===== src/rtl/conv_pkg.sv =====
// Shared types and default sizing for the convolution input controller.
package conv_pkg;

  typedef enum logic {
    LOAD = 1'b0,
    CONV = 1'b1
  } conv_state_t;

  localparam int unsigned DEF_F_MEM_SIZE       = 4;
  localparam int unsigned DEF_X_MEM_SIZE       = 8;
  localparam int unsigned DEF_F_MEM_ADDR_WIDTH = 2;
  localparam int unsigned DEF_X_MEM_ADDR_WIDTH = 3;
  localparam int unsigned FRAME_CNT_W          = 8;

endpackage


===== src/rtl/load_cntr.sv =====
// Write-address counter with a sticky full flag for one sample memory.
// The counter wraps to 0 on the write that fills the memory, so it is
// already pointing at address 0 when the next frame starts loading.
module load_cntr #(
  parameter int unsigned SIZE   = 8,
  parameter int unsigned ADDR_W = 3
) (
  input  logic              clk,
  input  logic              reset,
  input  logic              wr_en,
  input  logic              clr_full,
  output logic [ADDR_W-1:0] cnt,
  output logic              full,
  output logic              last_wr_c
);

  localparam logic [ADDR_W-1:0] LAST_ADDR = ADDR_W'(SIZE - 1);

  // Write landing on the final address fills the memory this edge.
  assign last_wr_c = wr_en && (cnt == LAST_ADDR);

  // Address advance, wrap on fill, flag clear on frame completion.
  always_ff @(posedge clk) begin
    if (reset) begin
      cnt  <= '0;
      full <= 1'b0;
    end else if (wr_en) begin
      if (cnt == LAST_ADDR) begin
        cnt  <= '0;
        full <= 1'b1;
      end else begin
        cnt <= cnt + ADDR_W'(1);
      end
    end else if (clr_full) begin
      full <= 1'b0;
    end
  end

endmodule


===== src/rtl/ctrl_conv_input.sv =====
// Input-side controller for a convolution engine: loads X samples and F
// coefficients into their memories, then hands off to the output controller.
// Optional macro CONV_FREUSE_EN: keep the filter loaded across frames so only
// X is reloaded after each convolution.
module ctrl_conv_input
  import conv_pkg::*;
#(
  parameter int unsigned F_MEM_SIZE       = DEF_F_MEM_SIZE,
  parameter int unsigned X_MEM_SIZE       = DEF_X_MEM_SIZE,
  parameter int unsigned X_MEM_ADDR_WIDTH = DEF_X_MEM_ADDR_WIDTH,
  parameter int unsigned F_MEM_ADDR_WIDTH = DEF_F_MEM_ADDR_WIDTH
) (
  input  logic                        clk,
  input  logic                        reset,
  input  logic                        s_valid_x,
  output logic                        s_ready_x,
  input  logic                        s_valid_f,
  output logic                        s_ready_f,
  output logic                        x_wr_en,
  output logic [X_MEM_ADDR_WIDTH-1:0] x_addr,
  output logic                        f_wr_en,
  output logic [F_MEM_ADDR_WIDTH-1:0] f_addr,
  output logic                        conv_start,
  input  logic                        conv_done,
  output logic [FRAME_CNT_W-1:0]      frame_cnt
);

  conv_state_t state;
  logic        x_full;
  logic        f_full;
  logic        x_last_wr;
  logic        f_last_wr;
  logic        frame_end;
  logic        f_clr;

  // Handshakes are open only while loading and only for a memory not yet full.
  assign s_ready_x = (state == LOAD) && !x_full;
  assign s_ready_f = (state == LOAD) && !f_full;
  assign x_wr_en   = s_valid_x && s_ready_x;
  assign f_wr_en   = s_valid_f && s_ready_f;

  assign frame_end = (state == CONV) && conv_done;

`ifdef CONV_FREUSE_EN
  assign f_clr = 1'b0;
`else
  assign f_clr = frame_end;
`endif

  // X sample memory address generator.
  load_cntr #(
    .SIZE   (X_MEM_SIZE),
    .ADDR_W (X_MEM_ADDR_WIDTH)
  ) u_x_cntr (
    .clk       (clk),
    .reset     (reset),
    .wr_en     (x_wr_en),
    .clr_full  (frame_end),
    .cnt       (x_addr),
    .full      (x_full),
    .last_wr_c (x_last_wr)
  );

  // F coefficient memory address generator.
  load_cntr #(
    .SIZE   (F_MEM_SIZE),
    .ADDR_W (F_MEM_ADDR_WIDTH)
  ) u_f_cntr (
    .clk       (clk),
    .reset     (reset),
    .wr_en     (f_wr_en),
    .clr_full  (f_clr),
    .cnt       (f_addr),
    .full      (f_full),
    .last_wr_c (f_last_wr)
  );

  // Load/convolve sequencing; conv_start mirrors the CONV state.
  always_ff @(posedge clk) begin
    if (reset) begin
      state      <= LOAD;
      conv_start <= 1'b0;
      frame_cnt  <= '0;
    end else begin
      case (state)
        LOAD: begin
          if ((x_full || x_last_wr) && (f_full || f_last_wr)) begin
            state      <= CONV;
            conv_start <= 1'b1;
          end
        end
        CONV: begin
          if (conv_done) begin
            state      <= LOAD;
            conv_start <= 1'b0;
            frame_cnt  <= frame_cnt + FRAME_CNT_W'(1);
          end
        end
        default: begin
          state      <= LOAD;
          conv_start <= 1'b0;
        end
      endcase
    end
  end

endmodule


===== config.mk =====
export PLATFORM = sky130hd
export DESIGN_NAME = ctrl_conv_input
export DESIGN_NICKNAME = d
export VERILOG_FILES = /design/src/rtl/conv_pkg.sv /design/src/rtl/load_cntr.sv /design/src/rtl/ctrl_conv_input.sv
export SDC_FILE = /design/constraint.sdc
export NUM_CORES = 1
export LEC_CHECK = 0
export BUFFER_PORTS_ARGS = -buffer_cell sky130_fd_sc_hd__buf_2
export CORE_ASPECT_RATIO = 1.1
export CORE_UTILIZATION = 48
export CTS_CLUSTER_SIZE = 24
export DETAILED_ROUTE_END_ITERATION = 10
export PLACE_DENSITY = 0.75
export SLEW_MARGIN = 0
export SYNTH_ARGS = -nofsm -noshare
export SYNTH_HDL_FRONTEND = slang
export SYNTH_SLANG_ARGS = --single-unit
export TNS_END_PERCENT = 1

===== constraint.sdc =====
create_clock -name clk -period 1.71 [get_ports clk]
set_clock_uncertainty 0.05 [all_clocks]
set_input_delay 0.2565 -clock clk [delete_from_list [all_inputs] [get_ports clk]]
set_output_delay 0.2565 -clock clk [all_outputs]
set_load 0.005 [all_outputs]

==> flow_metrics.env, run 1 <==
export IMPL_outcome="finished clean"
export IMPL_grt_pass1_vias=587
export IMPL_max_cap_viol_count=0
export IMPL_core_area_sq_um=1420
export IMPL_synth_area_sq_um=756
export IMPL_drv_slew=0
export IMPL_fin_setup_tns_ns=0
export IMPL_hold_viol_final=0
export IMPL_cts_repair_resized=0
export IMPL_p_leak_nw=0.391
export IMPL_finalNonFillerCells=123
export IMPL_fp_dieH_um=43.6
export IMPL_rows=14
export IMPL_path_max_fanout=9
export IMPL_post_cts_buffers=0
export IMPL_drc=0
export IMPL_areaGrowthSynthToFinish_pct=20.0
export IMPL_synth_edf_count=0
export IMPL_crit_type="flop to output pin"
export IMPL_syn_area_per_cell_sq_um=9.11
export IMPL_num_vias=671
export IMPL_total_power_uw=679
export IMPL_initial_core_util_pct=53.3
export IMPL_h_tree_depth=1
export IMPL_critPathTopFamily="flip-flops"
export IMPL_utilization_pct=63.9
export IMPL_path_buf_inv=2
export IMPL_die_w_um=39.8
export IMPL_cp_slowest_stage_delay_ns=0.41
export IMPL_wirelength_um=1450
export IMPL_synth_top_area_share_pct=45.0
export IMPL_cts_tree="yes"
export IMPL_grt_pass1_wl_um=2430
export IMPL_startpoint_type="flop"
export IMPL_worst_ep_arrival_time_ns=1.31
export IMPL_clockBufferDepth=2
export IMPL_cts_buffers=3
export IMPL_grt_max_degree=18
export IMPL_postPlaceCellArea_sq_um=881
export IMPL_avgViaCountPerCell=5.46
export IMPL_cts_sinks=17
export IMPL_fin_ws_ns=0.0952
export IMPL_n_antenna_cell=0
export IMPL_clk_pin_slew_ns=0.10
export IMPL_synth_top_cell_by_area="dfxtp_1"
export IMPL_worstHoldPathCells=2
export IMPL_fin_area_sq_um=907
export IMPL_finalSetupViolCount=0
export IMPL_power_density_nw_per_um2=749
export IMPL_holdWs_ns=0.210
export IMPL_placed_cells=119
export IMPL_ios=23
export IMPL_cts_root_buffer="clkbuf_4"
export IMPL_fmax_mhz=619
export IMPL_worst_slew_pin_slew_ns=0.349
export IMPL_cp_cell_sequence="buf_4, nor3b_2, buf_2"
export IMPL_yosys_top_cells_area="dfxtp_1 45%, a21oi_1 6.6%, ha_1 6.6%"
export IMPL_yosysSeqAreaShare_pct=45.0
export IMPL_cts_hold_buf=0
export IMPL_ys_ff_latch=17
export IMPL_synthArstFlopShare_pct=0
export IMPL_end_kind="output pin"
export IMPL_post_route_min_period_ns=1.61
export IMPL_drt_iter0_drc=9
export IMPL_drt_pass1_iterations=4
export IMPL_pre_cts_slack_ns=0.262
export IMPL_rsz0062_at_grt="no"
export IMPL_timing_slew_headroom_pct=76.6
export IMPL_die_area_sq_um=1740
export IMPL_reg2reg_depth=3
export IMPL_vdd_drop_max_v=0.000518
export IMPL_grt_overflow=0
export IMPL_worstSetupPathDepth=3
export IMPL_netlist_instances=83
export IMPL_post_dp_hpwl_um=1040
export IMPL_hold_path_class="input port to flop"
export IMPL_port_buffers=22
export IMPL_period_share_pct=94.4
export IMPL_gp_congestion=0.744
export IMPL_ant_nets=0
export IMPL_nNetsFinal=117
export IMPL_critPathRequiredTime_ns=1.40
export IMPL_routedWlPerCell_um=11.8
export IMPL_syn_num_nets=92
export IMPL_clock_latency_ns=0.28
export IMPL_yosys_most_used_dff="dfxtp_1"
export IMPL_grt_total_usage_pct=19.6
export IMPL_yosys_warnings=0
export IMPL_crit_slowest_cell="dfxtp_1"
export IMPL_antenna_found_initial=0
export IMPL_ys_types=23
export IMPL_drive_above_1_share_pct=27.1
registers in the layout (all words and copies together), names as in the netlist:
| name | count |
|---|---|
| frame_cnt | 8 |
| u_x_cntr.cnt | 3 |
| u_f_cntr.cnt | 2 |
| conv_start | 1 |
| state | 1 |
| u_f_cntr.full | 1 |
| u_x_cntr.full | 1 |
logic make-up (layout without fill, tap and decap cells):
group,after synthesis,in the layout,share of synthesized area [%]
buf+inv,6,30,3.15
flops,17,17,45.0
simple gates,32,32,23.5
compound gates,18,18,14.1
fa+ha+maj,4,4,6.62
mux,4,4,5.30
xor+xnor,2,2,2.32
cell type report:
type / count / area (sq um)
multi-input cells: 60 / 392
fillers: 120 / 512
well taps: 16 / 20.0
flip-flops and latches: 17 / 340
repair buffers: 23 / 118
clock buffers: 4 / 26.3
inverters: 3 / 11.3
metal layers:
| layer | global-route usage [%] | wire length [um] | vias up |
|---|---|---|---|
| met2 | 32.5 | 686 | 14 |
| met1 | 25.5 | 704 | 311 |
| met5 | 0 | 0 | - |
| met3 | 3.08 | 54 | 0 |
| li1 | - | - | 346 |
| met4 | 6.21 | 0 | 0 |
cells in the final DEF (no fill, tap or decap), types with 3 or more instances in the layout:
master	n
nand2_1	3
buf_2	22
dfxtp_1	17
o21ai_0	3
inv_1	3
mux2i_1	4
ha_1	4
nor2_1	11
clkbuf_4	3
or3_1	3
a21oi_1	10
nand3_1	4
synthesized netlist by cell type (all sizes together), types with 2 or more instances:
cell    count
nor2       11
xor2        2
a21oi      10
or3         3
dfxtp      17
o31ai       2
nand3b      2
or4         2
nand2b      2
o21ai       3
mux2i       4
nand2       4
inv         3
nand4       2
nor3b       2
nand3       4
clkbuf      2
ha          4
power breakdown:
part	switching [mW]	internal [mW]
sequential	0.00789	0.405
clock	0.122	0.0904
combinational	0.0275	0.0264
final timing paths:
kind / from / end / slack (ns)
max: state / f_wr_en / 0.1
max reg2reg: state / frame_cnt[7] / 0.21
min: conv_done / u_x_cntr.full / 0.21
min reg2reg: conv_start / conv_start / 0.42
Power figures use the tool's default switching activity.
==> run 2: changes to the inputs <==
--- a/config.mk
+++ b/config.mk
@@ -7,10 +7,11 @@
 export LEC_CHECK = 0
 export BUFFER_PORTS_ARGS = -buffer_cell sky130_fd_sc_hd__buf_2
 export CORE_ASPECT_RATIO = 1.1
-export CORE_UTILIZATION = 48
+export CORE_UTILIZATION = 52
 export CTS_CLUSTER_SIZE = 24
 export DETAILED_ROUTE_END_ITERATION = 10
-export PLACE_DENSITY = 0.75
+export PLACE_DENSITY = 0.81
+export REMOVE_ABC_BUFFERS = 1
 export SLEW_MARGIN = 0
 export SYNTH_ARGS = -nofsm -noshare
 export SYNTH_HDL_FRONTEND = slang
==> constraint.sdc (replaced) <==
create_clock -name clk -period 2 [get_ports clk]
set_clock_uncertainty 0.05 [all_clocks]
set_input_delay 0.3 -clock clk [delete_from_list [all_inputs] [get_ports clk]]
set_output_delay 0.3 -clock clk [all_outputs]
set_load 0.005 [all_outputs]
==> run 2 against run 1 <==
  * Hold slack improved by 0.017 ns
  * Utilization is 2.0 points higher
  * Via count rose by 1.2%
  * Cell area fell by 0.69%
  * Largest power group unchanged
  * Combinational power is 12% lower
  * Sequential power down 15%
  * Sequential share of layout area is 0.26 points higher
  * Worst setup slack improved by 0.21 ns
  * Critical endpoint is now x_wr_en
  * Register-to-register slack improved by 0.15 ns
  * Cell count is 0.81% lower
  * Non-clock buffer count is 1 lower
==> flow_metrics.env, run 2 (synthesis gave the netlist of run 1 again) <==
export IMPL_outcome="finished clean"
export IMPL_drt_iter0_drc=16
export IMPL_vdd_drop_max_v=0.000408
export IMPL_drv_slew=0
export IMPL_clockBufferDepth=2
export IMPL_cts_hold_buf=0
export IMPL_gp_congestion=0.697
export IMPL_timing_slew_headroom_pct=71.7
export IMPL_clk_pin_slew_ns=0.10
export IMPL_top_register="frame_cnt"
export IMPL_nFillCells=114
export IMPL_holdWs_ns=0.226
export IMPL_cts_root_buffer="clkbuf_4"
export IMPL_grt_max_degree=18
export IMPL_drt_pass1_iterations=4
export IMPL_ant_nets=0
export IMPL_fin_ws_ns=0.308
export IMPL_fmax_mhz=591
export IMPL_p_leak_nw=0.388
export IMPL_path_buf_inv=1
export IMPL_wirelength_um=1490
export IMPL_period_share_pct=84.6
export IMPL_cts_buffers=3
export IMPL_crit_type="flop to output pin"
export IMPL_pre_cts_slack_ns=0.406
export IMPL_core_area_sq_um=1370
export IMPL_crit_slowest_cell="dfxtp_1"
export IMPL_grt_total_usage_pct=20.7
export IMPL_worst_ep_arrival_time_ns=1.34
export IMPL_fp_dieH_um=42.0
export IMPL_ios=23
export IMPL_areaGrowthSynthToFinish_pct=19.2
export IMPL_rows=14
export IMPL_clock_latency_ns=0.30
export IMPL_routedWlPerCell_um=12.2
export IMPL_port_buffers=22
export IMPL_grt_pass1_wl_um=2370
export IMPL_num_vias=679
export IMPL_post_dp_hpwl_um=1110
export IMPL_total_power_uw=591
export IMPL_h_tree_depth=1
export IMPL_cp_cell_sequence="nor3b_2, buf_2"
export IMPL_cts_sinks=17
export IMPL_cts_tree="yes"
export IMPL_utilization_pct=65.9
export IMPL_path_max_fanout=13
export IMPL_critPathTopFamily="flip-flops"
export IMPL_finalSetupViolCount=0
export IMPL_hold_path_class="input port to flop"
export IMPL_rsz0062_at_grt="no"
export IMPL_avgViaCountPerCell=5.57
export IMPL_grt_overflow=0
export IMPL_startpoint_type="flop"
export IMPL_post_route_min_period_ns=1.69
export IMPL_cp_slowest_stage_delay_ns=0.45
export IMPL_largest_register_ffs=8
export IMPL_grt_pass1_vias=561
export IMPL_antenna_found_initial=0
export IMPL_worst_slew_pin_slew_ns=0.424
export IMPL_drive_above_1_share_pct=27.4
export IMPL_post_cts_buffers=0
export IMPL_fin_setup_tns_ns=0
export IMPL_n_antenna_cell=0
export IMPL_nNetsFinal=116
export IMPL_die_area_sq_um=1610
export IMPL_rrSetupSlack_ns=0.36
export IMPL_initial_core_util_pct=55.3
export IMPL_cts_repair_resized=0
export IMPL_drc=0
export IMPL_die_w_um=38.4
export IMPL_max_cap_viol_count=0
export IMPL_critPathRequiredTime_ns=1.65
export IMPL_top_regs="frame_cnt: 8 flops, u_x_cntr.cnt: 3 flops, u_f_cntr.cnt: 2 flops"
export IMPL_power_density_nw_per_um2=656
export IMPL_hold_viol_final=0
export IMPL_end_kind="output pin"
export IMPL_final_cell_mix="22 x buf_2, 17 x dfxtp_1, 11 x nor2_1"
export IMPL_final_common_cell="buf_2"
-- run 2: where the power goes --
group,switching [mW],internal [mW]
clock network,0.116,0.0747
registers,0.00680,0.346
logic,0.0243,0.0229
-- run 2: area by class of cell --
| class | instances | area, sq um | area share (%) |
|---|---|---|---|
| clock inverter | 1 | 5.00 | 0.556 |
| sequential | 17 | 340 | 37.8 |
| multi-input combinational | 60 | 392 | 43.5 |
| timing repair buffer | 22 | 110 | 12.2 |
| clock buffer | 3 | 22.5 | 2.50 |
| inverter | 3 | 11.3 | 1.25 |
| tap | 16 | 20.0 | 2.22 |
-- run 2: path summary, 6_finish.rpt --
| path | startpoint | endpoint | depth (start not counted) |
|---|---|---|---|
| setup / recovery | state | x_wr_en | 2 |
| hold / removal | conv_done | u_x_cntr.full | 2 |
| setup reg to reg | state | frame_cnt[5] | 3 |
| hold reg to reg | conv_start | conv_start | 2 |
-- run 2: metal layers --
metal,routed length (um),part of all wire (%),vias to the layer above,global-route usage (%)
met2,712,48,24,31.5
met4,40,2.7,0,10.3
met1,665,45,306,28.1
li1,-,-,344,-
met5,0,0,-,0
met3,75,5.0,5,3.19
-- run 2: per-stage QoR --
step	cells	area [sq um]
after floorplan	80	743
after global placement	118	873
after detailed placement	118	873
after CTS	122	901
after global routing	122	901
final	122	901
==> run 3: changes to the inputs <==
--- a/config.mk
+++ b/config.mk
@@ -7,10 +7,10 @@
 export LEC_CHECK = 0
 export BUFFER_PORTS_ARGS = -buffer_cell sky130_fd_sc_hd__buf_2
 export CORE_ASPECT_RATIO = 1.1
-export CORE_UTILIZATION = 52
+export CORE_UTILIZATION = 43
 export CTS_CLUSTER_SIZE = 24
 export DETAILED_ROUTE_END_ITERATION = 10
-export PLACE_DENSITY = 0.81
+export PLACE_DENSITY = 0.71
 export REMOVE_ABC_BUFFERS = 1
 export SLEW_MARGIN = 0
 export SYNTH_ARGS = -nofsm -noshare
==> constraint.sdc (replaced) <==
create_clock -name clk -period 1.55 [get_ports clk]
set_clock_uncertainty 0.05 [all_clocks]
set_input_delay 0.2325 -clock clk [delete_from_list [all_inputs] [get_ports clk]]
set_output_delay 0.2325 -clock clk [all_outputs]
set_load 0.005 [all_outputs]
==> run 3 against run 2 <==
  * Cell count is 3.3% higher
  * Global-route usage shrank 4.8 points
  * Total power grew 28%
  * Utilization is 7.9 points lower
  * Flip-flop and latch count stayed put
  * Hold slack lost 0.021 ns
  * Routed wire length down 1.3%
  * Worst setup slack worse by 0.24 ns
  * Sequential power rose by 29%
  * Sequential share of layout area fell by 1.5 points
==> flow_metrics.env, run 3 (synthesis gave the netlist of run 1 again) <==
export IMPL_hold_path_class="input port to flop"
export IMPL_drt_iter0_drc=2
export IMPL_rsz0062_at_grt="no"
export IMPL_num_vias=701
export IMPL_h_tree_depth=1
export IMPL_crit_path_end="f_wr_en"
export IMPL_cts_tree="yes"
export IMPL_drv_slew=0
export IMPL_critPathTopFamily="buffers and inverters"
export IMPL_clock_latency_ns=0.28
export IMPL_top_regs="frame_cnt: 8 flops, u_x_cntr.cnt: 3 flops, u_f_cntr.cnt: 2 flops"
export IMPL_core_area_sq_um=1610
export IMPL_path_buf_inv=2
export IMPL_r2r_end="state"
export IMPL_power_density_nw_per_um2=804
export IMPL_die_w_um=42.0
export IMPL_vdd_drop_max_v=0.000673
export IMPL_grt_total_usage_pct=15.9
export IMPL_rrSetupSlack_ns=0.17
export IMPL_outcome="finished clean"
export IMPL_grt_pass1_wl_um=2210
export IMPL_areaGrowthSynthToFinish_pct=24.0
export IMPL_cp_startpoint="state"
export IMPL_drc=0
export IMPL_routedWlPerCell_um=11.7
export IMPL_worst_ep_arrival_time_ns=1.20
export IMPL_timing_slew_headroom_pct=80.3
export IMPL_drt_pass1_iterations=2
export IMPL_fp_dieH_um=46.0
export IMPL_max_cap_viol_count=0
export IMPL_period_share_pct=95.7
export IMPL_hold_viol_final=0
export IMPL_path_max_fanout=12
export IMPL_grt_max_degree=18
export IMPL_p_leak_nw=0.405
export IMPL_initial_core_util_pct=46.8
export IMPL_clk_pin_slew_ns=0.10
export IMPL_drive_above_1_share_pct=29.4
export IMPL_total_power_uw=754
export IMPL_finalNonFillerCells=126
export IMPL_largest_register_ffs=8
export IMPL_wirelength_um=1470
export IMPL_finalSetupViolCount=0
export IMPL_rows=15
export IMPL_nNetsFinal=119
export IMPL_seqCellArea_sq_um=340
export IMPL_grt_pass1_vias=560
export IMPL_nFillCells=170
export IMPL_cp_slowest_stage_delay_ns=0.33
export IMPL_cts_sinks=17
export IMPL_crit_slowest_cell="dfxtp_1"
export IMPL_cp_cell_sequence="buf_4, nor3b_4, buf_2"
export IMPL_ios=23
export IMPL_placed_cells=120
export IMPL_avgViaCountPerCell=5.56
export IMPL_grt_overflow=0
export IMPL_reg2reg_depth=5
export IMPL_n_antenna_cell=0
export IMPL_startpoint_type="flop"
export IMPL_pre_cts_slack_ns=0.169
export IMPL_final_common_cell="buf_2"
export IMPL_post_dp_hpwl_um=1090
export IMPL_top_register="frame_cnt"
export IMPL_antenna_found_initial=0
export IMPL_multi_input_comb_area_sq_um=404
export IMPL_worstSetupPathDepth=3
export IMPL_clockBufferDepth=2
export IMPL_die_area_sq_um=1930
export IMPL_cts_buffers=3
export IMPL_worst_slew_pin_slew_ns=0.296
export IMPL_end_kind="output pin"
export IMPL_cts_root_buffer="clkbuf_4"
export IMPL_fmax_mhz=674
export IMPL_gp_congestion=0.739
export IMPL_ant_nets=0
export IMPL_final_cell_mix="22 x buf_2, 17 x dfxtp_1, 11 x nor2_1"
export IMPL_cts_hold_buf=0
export IMPL_port_buffers=22
export IMPL_post_route_min_period_ns=1.48
export IMPL_holdWs_ns=0.206
export IMPL_reg2reg_from="u_x_cntr.cnt[0]"
export IMPL_critPathRequiredTime_ns=1.27
export IMPL_crit_type="flop to output pin"
export IMPL_fin_ws_ns=0.0670
[run 3: power by group]
part	total (mW)	internal, mW	switching [mW]
sequential	0.455	0.447	0.00856
clock	0.230	0.0958	0.134
combinational	0.0682	0.0354	0.0328
total	0.754	0.578	0.176
[run 3: worst min path at each step]
stage,start,depth (start not counted),endpoint
2_1_floorplan,reset,1,conv_start
3_3_place_gp,conv_start,2,conv_start
3_5_place_dp,conv_start,2,conv_start
4_1_cts,s_valid_f,3,u_f_cntr.full
5_1_grt,conv_done,2,u_x_cntr.full
6_report,s_valid_f,3,u_f_cntr.full
[run 3: routing by layer]
metal	share of wire (%)	vias up	wire length (um)	track usage, %
met4	2.7	0	40	14.2
met1	43	330	628	15.9
li1	-	350	-	-
met2	50	17	739	28.1
met3	4.3	4	64	3.57
met5	0	-	0	0
[run 3: stage by stage]
step | cell area, sq um | utilization (%) | setup TNS [ns]
floorplan | 743 | - | 0
global placement | 882 | 54.7 | 0
detailed placement | 882 | 54.7 | 0
CTS | 922 | 57.1 | -0.00160
global route | 937 | 58.1 | 0
finish | 937 | 58.1 | 0
[run 3: final cells by class]
type                       instances  share of cell area [%]
multi-input combinational         60                    43.1
sequential                        17                    36.3
timing repair buffer              25                    14.2
clock buffer                       3                    2.40
tap                               17                    2.27
inverter                           3                    1.20
clock inverter                     1                   0.534
[run 3: tightest hold or removal path, cell delays in order]
cell and delay, ns:
buf_2 0.10, a32oi_1 0.10, nor2_1 0.08
[run 3: what timing repair did]
| action | CTS | global route |
|---|---|---|
| resized for setup | 2 | 0 |
| pin swaps | 0 | 1 |
| buffers inserted | 0 | 2 |
| endpoints found under the setup margin | 1 | 1 |
